--- src/rtl/deserializer.sv ---
// SPI-slave (mode 0) instruction deserializer: resynchronises {opcode, key_addr, text_addr}
// into clk and hands it off on a pending/ready handshake. `define DESER_OVERRUN_EN adds an overrun pulse.
module deserializer #(
  parameter int ADDRW   = 8,
  parameter int OPCODEW = 2
) (
  input  logic               clk,
  input  logic               rst_n,
  input  logic               spi_clk,
  input  logic               mosi,
  input  logic               cs_n,
  input  logic               ready_in,
  output logic [OPCODEW-1:0] opcode,
  output logic [ADDRW-1:0]   key_addr,
  output logic [ADDRW-1:0]   text_addr,
`ifdef DESER_OVERRUN_EN
  output logic               overrun,
`endif
  output logic               valid_out
);
  localparam int SHIFT_W = OPCODEW + 2*ADDRW;
  localparam int CNTW    = $clog2(SHIFT_W + 1);
  localparam logic [CNTW-1:0] FULL = CNTW'(SHIFT_W);

  logic [2:0]         sclk_s;
  logic [1:0]         cs_s, mosi_s;
  logic               sclk_rise, cs_sync;
  logic [SHIFT_W-1:0] shift;
  logic [CNTW-1:0]    cnt;
  logic               busy, blocked, load, shift_en;

  always_ff @(posedge clk or negedge rst_n) begin
    if (!rst_n) begin
      sclk_s <= '0;
      cs_s   <= 2'b11;
      mosi_s <= '0;
    end else begin
      sclk_s <= {sclk_s[1:0], spi_clk};
      cs_s   <= {cs_s[0], cs_n};
      mosi_s <= {mosi_s[0], mosi};
    end
  end

  assign sclk_rise = sclk_s[1] & ~sclk_s[2];
  assign cs_sync   = cs_s[1];
  assign load      = (cnt == FULL);
  // blocked keeps a completed or busy-overlapped frame from re-arming until cs_n rises
  assign shift_en  = ~cs_sync & ~busy & ~blocked & sclk_rise & (cnt < FULL);
  assign valid_out = busy & ready_in;

  always_ff @(posedge clk or negedge rst_n) begin
    if (!rst_n) begin
      shift     <= '0;
      cnt       <= '0;
      busy      <= 1'b0;
      blocked   <= 1'b0;
      opcode    <= '0;
      key_addr  <= '0;
      text_addr <= '0;
    end else begin
      if (load) cnt <= '0;
      else if (cs_sync) begin
        cnt   <= '0;
        shift <= '0;
      end else if (shift_en) begin
        shift <= {shift[SHIFT_W-2:0], mosi_s[1]};
        cnt   <= cnt + 1'b1;
      end
      blocked <= cs_sync ? 1'b0 : (blocked | busy | load);
      // load wins over the handshake: a new frame landing as the old one drains stays pending
      if (load) begin
        busy      <= 1'b1;
        opcode    <= shift[SHIFT_W-1 -: OPCODEW];
        key_addr  <= shift[SHIFT_W-OPCODEW-1 -: ADDRW];
        text_addr <= shift[ADDRW-1:0];
      end else if (valid_out) begin
        busy <= 1'b0;
      end
    end
  end

`ifdef DESER_OVERRUN_EN
  logic [CNTW-1:0] ovr_cnt;

  // frames arriving while busy are only counted, never shifted
  always_ff @(posedge clk or negedge rst_n) begin
    if (!rst_n) begin
      ovr_cnt <= '0;
      overrun <= 1'b0;
    end else begin
      overrun <= ~cs_sync & busy & sclk_rise & (ovr_cnt == FULL - 1'b1);
      if (cs_sync) ovr_cnt <= '0;
      else if (busy && sclk_rise && ovr_cnt != FULL) ovr_cnt <= ovr_cnt + 1'b1;
    end
  end
`endif
endmodule

--- config.mk ---
export PLATFORM = sky130hd
export DESIGN_NAME = deserializer
export DESIGN_NICKNAME = d
export VERILOG_FILES = /design/src/rtl/deserializer.sv
export SDC_FILE = /design/constraint.sdc
export NUM_CORES = 1
export LEC_CHECK = 0
export ABC_CLOCK_PERIOD_IN_PS = 4000
export BUFFER_PORTS_ARGS = -buffer_cell sky130_fd_sc_hd__buf_4
export CAP_MARGIN = 20
export CELL_PAD_IN_SITES_DETAIL_PLACEMENT = 1
export CELL_PAD_IN_SITES_GLOBAL_PLACEMENT = 1
export CORE_MARGIN = 1.5
export CORE_UTILIZATION = 40
export DETAILED_ROUTE_END_ITERATION = 8
export GPL_ROUTABILITY_DRIVEN = 1
export PLACE_DENSITY_LB_ADDON = 0.1
export SYNTH_ARGS = -nofsm -noshare
export SYNTH_HDL_FRONTEND = slang
export SYNTH_SLANG_ARGS = --single-unit
--- constraint.sdc ---
create_clock -name clk -period 4 [get_ports clk]
set_input_delay 0.8 -clock clk [delete_from_list [all_inputs] [get_ports clk]]
set_output_delay 0.8 -clock clk [all_outputs]
set_load 0.02 [all_outputs]
==> impl_metrics.ini <==
[routing]
wirelength_mm = 3.51
viasPerCell = 5.28
antenna_left = 0
via_count = 1167
route.detailed.drc = 0
drt_iter0_markers = 86
first_pass_iters = 4
wl_per_cell_um = 15.9

[floorplanning]
ios = 25
fp.dieH_um = 73.2
rows = 25
die_area_um2 = 5360
fp.dieW_um = 73.2
start_util_pct = 41.7
core_area_um2 = 4720

[sta]
relSlewSlack_pct = 42.7
holdWs_ns = 0.355
worst_slew_pin_slew_ns = 0.860
hold_violations = 0
fin_crit_sh_pct = 55.4
period_needed_ns = 2.22
setup-tns-final_ns = 0
setup_viol = 0
grt_setup_unrepaired = no
max_freq_ghz = 0.451
skew_ns = 0.00741
worst_slack_ns = 1.78
drv_slew = 0

[worst_setup_path]
worstReg2RegStart = cnt[1]
crit_type = register to register
crit_required_ns = 4.24
r2r_slack_ns = 1.78
critPathLaunchType = register
rr_worst_depth = 4
crit_path_end = shift[14]
crit_arrival_ns = 2.46
crit_start = cnt[1]
cp_max_fo = 18
endpoint_kind = register
worstReg2RegEnd = shift[14]

[clock_network]
cts_buffer_depth = 2
numCtsBuffers = 5
cts_setup_buffers = 0
htree_levels = 2
cts_sinks = 50
root_buffer = clkbuf_8
holdBufCountCts = 0
clk_latency_ns = 0.30
cts_resized = 0
cts_tree = built
clk_pin_slew_ns = 0.09

[layout]
area_growth_pct = 16.8
n_antenna_cell = 0
final_core_util_pct = 48.7
fin_area_um2 = 2300
drive_above_1_share_pct = 44.8
instances_no_fill = 221
layout.nets = 162

[placement]
postPlaceCellArea_um2 = 2190
dp.cells = 214
place_congestion = 0.729
portBuffers = 24
hpwlAfterDp_mm = 2.24
dp_slack_ns = 1.78

[grt]
grt_pass1_wl_mm = 6.38
grt_max_degree = 51
grt_usage_pct = 15.7
antenna_found_initial = 0
grt_pass1_vias = 1256
grt-ovfl-total = 0

[synth]
yosys_warnings = 0
dominantRegCellSynth = dfrtp_1
synthArstFlopShare_pct = 100
syn_area_um2 = 1970
yosysMostFrequentCell = dfrtp_1
synth_top_area_share_pct = 61.0
synthTopCellsByCount = dfrtp_1, mux2_2, a22o_2
synth_edf_count = 0
yosys.area.top_type = dfrtp_1
syn_inst = 130
ys_types = 31
synth_seq_area_share_pct = 63.6
ys_seq_elements = 50
avgSynthCellArea_um2 = 15.2
synthesis.nets = 138
ys_top_cells_by_area = dfrtp_1, mux2_2, a22o_2

[run_status]
status = finished clean

[power]
p_leak_nw = 1.12
ir_drop_mv = 0.213
finalPower_mw = 0.890
power.density_nw_per_um2 = 387

[flow_run]
max_cap_viol_count = 0

[worst_hold_path]
hp-class = register to register
[power breakdown]
group | total (mW) | switching [mW] | internal (mW)
registers | 0.517 | 0.00543 | 0.511
logic | 0.0293 | 0.0199 | 0.00935
clock network | 0.344 | 0.160 | 0.184
[cells in the final DEF (no fill, tap or decap), types with 3 or more instances in the layout]
cell type | Yosys | final
a21oi_1 | 4 | 4
a22o_1 | 8 | 8
a22o_2 | 10 | 10
buf_4 | 0 | 25
clkbuf_8 | 0 | 5
dfrtp_1 | 48 | 48
inv_1 | 3 | 3
mux2_2 | 18 | 18
nor3_1 | 3 | 3
o21ai_0 | 4 | 4
[metal layers]
metal  wire length [um]  vias up  share of wire [%]  GRT usage, %
met2               1720       17                 49          24.4
li1                   -      533                  -             -
met1               1630      610                 47          21.2
met5                  0        -                  0             0
met3                 99        7                2.8          3.73
met4                 57        0                1.6          6.29
[layout make-up]
cell class | instances | area, um^2
Fill cell | 478 | 2420
Clock buffer | 5 | 68.8
Timing Repair Buffer | 25 | 188
Multi-Input combinational cell | 69 | 658
Clock inverter | 2 | 38.8
Tap cell | 67 | 83.8
Inverter | 3 | 11.3
Sequential cell | 50 | 1250
[cell families after synthesis]
logic type               after synthesis  synth area share, %
buffers and inverters                 11                 2.98
flip-flops                            50                 63.6
AND/OR/NAND/NOR                       15                 6.86
multiplexers                          18                 10.3
adder cells (fa/ha/maj)                2                 1.27
AO/OA/AOI/OAI                         34                 15.0
[sequential cells by signal, summed over array words and instances (netlist names), 2 cells and up]
name / cells
cs_s: 2
text_addr: 8
mosi_s: 2
sclk_s: 3
shift: 18
opcode: 2
key_addr: 8
cnt: 5
[critical path, cell delays in order (launching register included)]
cell	delay [ns]
dfrtp_1	0.48
ha_1	0.27
or4_4	0.44
a211oi_4	0.70
a22o_2	0.26
[how the worst min path moves through the flow]
stage                     startpoint        end  slack (ns)  cells after the start
after CTS                  sclk_s[0]  sclk_s[1]        0.36                      0
final                      sclk_s[0]  sclk_s[1]        0.36                      0
after global routing         cs_s[0]    cs_s[1]        0.37                      0
after global placement     mosi_s[0]  mosi_s[1]        0.34                      0
after detailed placement   mosi_s[0]  mosi_s[1]        0.34                      0
after floorplan            mosi_s[0]  mosi_s[1]        0.33                      0
(Power assumes the default switching activity.)
